[config.mk]
export PLATFORM = sky130hd
export DESIGN_NAME = imem_loader
export DESIGN_NICKNAME = d
export VERILOG_FILES = /design/src/rtl/imem_loader.sv
export SDC_FILE = /design/constraint.sdc
export NUM_CORES = 1
export LEC_CHECK = 0
export ABC_AREA = 1
export BUFFER_PORTS_ARGS = -buffer_cell sky130_fd_sc_hd__buf_2
export CORE_MARGIN = 2
export CORE_UTILIZATION = 50
export DETAILED_ROUTE_END_ITERATION = 8
export PLACE_DENSITY = 0.7
export SYNTH_ARGS = -nofsm -noshare
export SYNTH_HDL_FRONTEND = slang
export SYNTH_SLANG_ARGS = --single-unit
[constraint.sdc]
create_clock -name clk -period 1.82 [get_ports clk]
set_input_delay 0.182 -clock clk [delete_from_list [all_inputs] [get_ports clk]]
set_output_delay 0.182 -clock clk [all_outputs]
set_load 0.01 [all_outputs]
[src/rtl/imem_loader.sv]
// Instruction-memory loader: framed byte stream -> sequential 32-bit word writes,
// holding the CPU pipeline while loading. Define IMEM_LDR_CSUM_EN for a trailing XOR checksum byte.
module imem_loader #(
    parameter int         ADDR_W   = 8,
    parameter logic [7:0] HDR_BYTE = 8'hA5
) (
    input  logic              clk,
    input  logic              reset,
    input  logic              ld_start,
    input  logic              in_valid,
    input  logic [7:0]        in_data,
    output logic              in_ready,
    output logic              im_we,
    output logic [ADDR_W-1:0] im_addr,
    output logic [31:0]       im_wdata,
    output logic              cpu_hold,
    output logic              ld_busy,
    output logic              ld_done,
    output logic              ld_err,
    output logic [7:0]        word_cnt
);

    typedef enum logic [2:0] {
        S_IDLE,
        S_HDR,
        S_LEN,
        S_DATA,
        S_WRITE,
`ifdef IMEM_LDR_CSUM_EN
        S_CSUM,
`endif
        S_DONE,
        S_ERR
    } state_e;

    state_e              state_q;
    logic [7:0]          len_q;
    logic [1:0]          bidx_q;
    logic [23:0]         asm_q;
    logic [ADDR_W-1:0]   addr_q;
    logic [7:0]          cnt_q;
    logic                im_we_q;
    logic [ADDR_W-1:0]   im_addr_q;
    logic [31:0]         im_wdata_q;
    logic                hold_q;
    logic                busy_q;
    logic                done_q;
    logic                err_q;
`ifdef IMEM_LDR_CSUM_EN
    logic [7:0]          csum_q;
`endif

    logic                xfer;
    logic [31:0]         word_d;
    logic [ADDR_W-1:0]   addr_d;
    logic [7:0]          cnt_d;
    logic                start_go;
    logic                err_go;

    assign xfer     = in_valid & in_ready;
    assign word_d   = {asm_q, in_data};
    assign addr_d   = addr_q + 1'b1;
    assign cnt_d    = cnt_q + 8'd1;
    assign start_go = ld_start & ((state_q == S_IDLE) | (state_q == S_ERR));

    always_comb begin
        in_ready = 1'b0;
        case (state_q)
            S_HDR, S_LEN, S_DATA: in_ready = 1'b1;
`ifdef IMEM_LDR_CSUM_EN
            S_CSUM:               in_ready = 1'b1;
`endif
            default:              in_ready = 1'b0;
        endcase
    end

    // Frame errors are decided on the accepted byte itself.
    always_comb begin
        err_go = 1'b0;
        if (xfer) begin
            case (state_q)
                S_HDR:   err_go = (in_data != HDR_BYTE);
                S_LEN:   err_go = (in_data == 8'd0);
`ifdef IMEM_LDR_CSUM_EN
                S_CSUM:  err_go = (in_data != csum_q);
`endif
                default: err_go = 1'b0;
            endcase
        end
    end

    always_ff @(posedge clk) begin
        if (!reset) begin
            state_q    <= S_IDLE;
            len_q      <= 8'd0;
            bidx_q     <= 2'd0;
            asm_q      <= 24'd0;
            addr_q     <= '0;
            cnt_q      <= 8'd0;
            im_we_q    <= 1'b0;
            im_addr_q  <= '0;
            im_wdata_q <= 32'd0;
            hold_q     <= 1'b0;
            busy_q     <= 1'b0;
            done_q     <= 1'b0;
            err_q      <= 1'b0;
`ifdef IMEM_LDR_CSUM_EN
            csum_q     <= 8'd0;
`endif
        end else begin
            im_we_q <= 1'b0;
            done_q  <= 1'b0;
            case (state_q)
                S_HDR: begin
                    if (xfer && !err_go) state_q <= S_LEN;
                end
                S_LEN: begin
                    if (xfer) len_q <= in_data;
                    if (xfer && !err_go) state_q <= S_DATA;
                end
                S_DATA: begin
                    if (xfer) begin
                        asm_q  <= word_d[23:0];
                        bidx_q <= bidx_q + 2'd1;
`ifdef IMEM_LDR_CSUM_EN
                        csum_q <= csum_q ^ in_data;
`endif
                        // Fourth byte completes the word; the write strobe is registered with it.
                        if (bidx_q == 2'd3) begin
                            state_q    <= S_WRITE;
                            im_we_q    <= 1'b1;
                            im_addr_q  <= addr_q;
                            im_wdata_q <= word_d;
                        end
                    end
                end
                S_WRITE: begin
                    addr_q <= addr_d;
                    cnt_q  <= cnt_d;
                    if (cnt_d == len_q) begin
`ifdef IMEM_LDR_CSUM_EN
                        state_q <= S_CSUM;
`else
                        state_q <= S_DONE;
                        done_q  <= 1'b1;
`endif
                    end else begin
                        state_q <= S_DATA;
                    end
                end
`ifdef IMEM_LDR_CSUM_EN
                S_CSUM: begin
                    if (xfer && !err_go) begin
                        state_q <= S_DONE;
                        done_q  <= 1'b1;
                    end
                end
`endif
                S_DONE: begin
                    state_q <= S_IDLE;
                    hold_q  <= 1'b0;
                    busy_q  <= 1'b0;
                end
                S_IDLE, S_ERR: ;
                default: begin
                    state_q <= S_IDLE;
                    hold_q  <= 1'b0;
                    busy_q  <= 1'b0;
                end
            endcase

            if (start_go) begin
                state_q <= S_HDR;
                hold_q  <= 1'b1;
                busy_q  <= 1'b1;
                err_q   <= 1'b0;
                cnt_q   <= 8'd0;
                bidx_q  <= 2'd0;
                addr_q  <= '0;
`ifdef IMEM_LDR_CSUM_EN
                csum_q  <= 8'd0;
`endif
            end

            // ERR keeps the CPU held until a good reload completes.
            if (err_go) begin
                state_q <= S_ERR;
                err_q   <= 1'b1;
                busy_q  <= 1'b0;
            end
        end
    end

    assign im_we    = im_we_q;
    assign im_addr  = im_addr_q;
    assign im_wdata = im_wdata_q;
    assign cpu_hold = hold_q;
    assign ld_busy  = busy_q;
    assign ld_done  = done_q;
    assign ld_err   = err_q;
    assign word_cnt = cnt_q;

endmodule

==> qor.yml <==
outcome:
  status: "finished, final reports clean"
power:
  power.ir.vdd_worst_uv: 435.0
  power.density_mw_per_mm2: 1052
  total_leakage_power_nw: 2.081
clocking:
  cts_sinks: 98
  post_cts_hold_buffer_count: 0
  clk_root_buffer_cell: "sky130_fd_sc_hd__clkbuf_8"
  max-clock-path-buffers: 2
  cts_tree: "done"
  clock_insertion_delay_worst_skew_ns: 0.37
  cts-htree-levels: 3
  tritoncts.num_buffers: 9
  worst_setup_hold_path_clk_slew_ns: 0.10
finish:
  fin_nets: 604
  mostFrequentLayoutCells: "96 x sky130_fd_sc_hd__dfxtp_1, 77 x sky130_fd_sc_hd__nand2_1, 66 x sky130_fd_sc_hd__nor2_1"
  mostFrequentLayoutCell: "sky130_fd_sc_hd__dfxtp_1"
  post_layout_nonfiller_instances: 696
  fillerInstances: 735
  syn2layout_area_growth_pct: 16.49
  fin_util: 0.5955
  multi_input_comb_area_mm2: 0.001678
  sequential_cell_area_mm2: 0.001964
  layout-drive-gt1-share: 0.1835
  antenna_cells: 0
setup_path:
  slowest_stage: "sky130_fd_sc_hd__dfxtp_2"
  largest_stage_delay_on_the_critical_path_ns: 0.38
  worstSetupPathType: "reg -> reg"
  startpoint_of_the_lowest_slack_register_to_register_path: "word_cnt[1]"
  endpoint_kind: "flop"
  critical-path-top-cell-by-count: "sky130_fd_sc_hd__nand2_1"
  critPathArrivalTime_ns: 1.91
  worst-r2r-setup-slack_ns: 0.18
  critical_path_maximum_fanout: 5
  r2r_cells: 12
  timing.critical_path.required_ns: 2.09
  cp_cell_sequence: "ha_1 > nand2_1 > o21ai_1 > nand2_1 > nand2_1 > nand2_1 > nor2_1 > nand3_1 > nand2_1 > nand3_1 > nand2_1 > inv_1"
  startpoint_class: "flop"
  r2r_end: "state_q[1]"
route:
  drtIter0Drc: 171
  wire_per_inst_um: 13.48
  drc_errors: 0
  route.final.wire_length_um: 9383
  remaining_antenna_violation_count: 0
  dr.pass1.iters: 4
  drt-vias-per-instance: 5.138
  via_count: 3576
timing:
  timing_hold_violations_final: 0
  finalSetupViolations: 0
  clock_skew_ns: 0.01153
  drv_slew: 0
  final.min_clock_period_ns: 1.641
  timing_worst_slew_pin_value_ns: 0.4331
  timing.max_slew.rel_slack: 0.7095
  fmax_ghz: 0.6093
  finalCritPeriodShare: 0.9018
yosys:
  post_synth.cell_area_avg_um2: 7.529
  syn_area_mm2: 0.003930
  warnings_from_yosys: 0
  postSynthRegisterBits: 98
  sequential_element_share_of_the_synthesized_area: 0.4992
  postSynthNetCount: 537
  post_synth_num_cell_types: 32
  synth_cells: 522
job:
  maxCapViolCount: 0
grt:
  grt_pass1_wl_um: 15790
  antenna_violations_before_repair: 0
  overall_global_routing_usage: 0.2310
  grt_remaining_overflow: 0
  grt_pass1_vias: 3333
  grt_max_degree: 39
placed_design:
  gp_congestion: 0.9023
  dpl.cell_count: 679
  dpl.hpwl_um: 6755
  place.port_buffers: 65
floorplanning:
  core_region_area_mm2: 0.007687
  dieArea_mm2: 0.008585
  initial_utilization: 0.5112
  die_h_um: 92.66
  placement_rows: 32
  pin_count: 66
  die_w_um: 92.66
worst_hold_path:
  hold_path.class: "in -> reg"
  timing.hold.worst_endpoint: "im_wdata[6]"
  hold-path-cell-count: 3
  worst_hold_startpoint: "in_data[6]"
-- worst max path at each step --
stage	slack [ns]	startpoint	end
after floorplan	0.15	state_q[2]	im_wdata[15]
after global placement	0.18	state_q[2]	state_q[1]
after detailed placement	0.07	word_cnt[1]	state_q[1]
after CTS	0.04	word_cnt[1]	state_q[2]
after global routing	-0.02	word_cnt[1]	state_q[1]
final	0.18	word_cnt[1]	state_q[1]
-- registers in the layout (all words and copies together) (netlist names), 2 cells and up --
name and flops:
asm_q 24, state_q 3, word_cnt 8, bidx_q 2, im_wdata 32, len_q 8, im_addr 8, addr_q 8
-- power by group --
part | leakage (nW) | internal [W] | switching [W] | total [W]
combinational | 1.20 | 0.000390 | 0.000721 | 0.00111
sequential | 0.792 | 0.00227 | 0.000123 | 0.00240
clock | 0.0920 | 0.000518 | 0.000791 | 0.00131
total | 2.08 | 0.00318 | 0.00164 | 0.00482
-- critical path: cells and delay by family, from the launching register on --
family                     cells  cell delay (ns)
and+or+nand+nor                9             0.76
DFF                            1             0.38
AOI/OAI and AO/OA              1             0.19
adders and majority gates      1             0.17
buffers and inverters          1             0.03
-- cell families after synthesis --
| logic type | share of synthesized area |
|---|---|
| AND/OR/NAND/NOR | 0.2442 |
| XOR/XNOR | 0.01114 |
| AO/OA/AOI/OAI | 0.1589 |
| flip-flops | 0.4992 |
| buffers and inverters | 0.07705 |
| adder cells (fa/ha/maj) | 0.009552 |
-- metal layers --
metal  global-route usage  wire, um  share of wire
met1               0.3259      4566           0.49
met5                    0         0              0
met4              0.06495        97          0.010
met2               0.3650      4258           0.45
met3              0.04231       460          0.049
-- synthesized netlist by cell type, drive strengths merged --
| cell type | number | area [um^2] |
|---|---|---|
| dfxtp | 98 | 1962 |
| nand2 | 78 | 300.3 |
| nor2 | 71 | 290.3 |
| o21ai | 67 | 335.3 |
| nand3 | 60 | 300.3 |
| inv | 49 | 186.4 |
| a21oi | 48 | 240.2 |
| clkbuf | 13 | 48.80 |
| buf | 11 | 60.06 |
| nor3 | 5 | 36.29 |
| xor2 | 4 | 35.03 |
| a31oi | 3 | 18.77 |
| ha | 3 | 37.54 |
| clkinv | 2 | 7.510 |
| nand4 | 2 | 12.51 |
| o21bai | 2 | 15.01 |
| and2 | 1 | 6.260 |
| nand3b | 1 | 7.510 |
| o211ai | 1 | 7.510 |
| o21a | 1 | 7.510 |
| or2 | 1 | 6.260 |
| xnor2 | 1 | 8.760 |
-- cell type report --
| cell class | instances | share of cell area |
|---|---|---|
| clock inverters | 6 | 0.01066 |
| clock buffers | 10 | 0.02788 |
| repair buffers | 80 | 0.09565 |
| flip-flops and latches | 98 | 0.4291 |
| inverters | 51 | 0.04236 |
| well taps | 102 | 0.02788 |
| multi-input cells | 349 | 0.3665 |
-- stage by stage --
stage	hold WS, ns	setup slack (ns)	setup TNS, ns	total power (W)	cell area, um^2
after floorplan	0.2851	0.1530	0	0.003175	3930
after global placement	0.4375	0.1758	0	0.003504	4379
after detailed placement	0.4394	0.07219	0	0.003512	4379
after CTS	0.09321	0.04094	0	0.004799	4556
after global routing	0.1014	-0.01502	-0.02093	0.005105	4578
final	0.09624	0.1787	0	0.004818	4578
-- what timing repair did --
item / in CTS / in global routing
resized for setup: 0 / 7
setup endpoints to repair: 0 / 5
buffers inserted: 0 / 1
(Power assumes the default switching activity.)
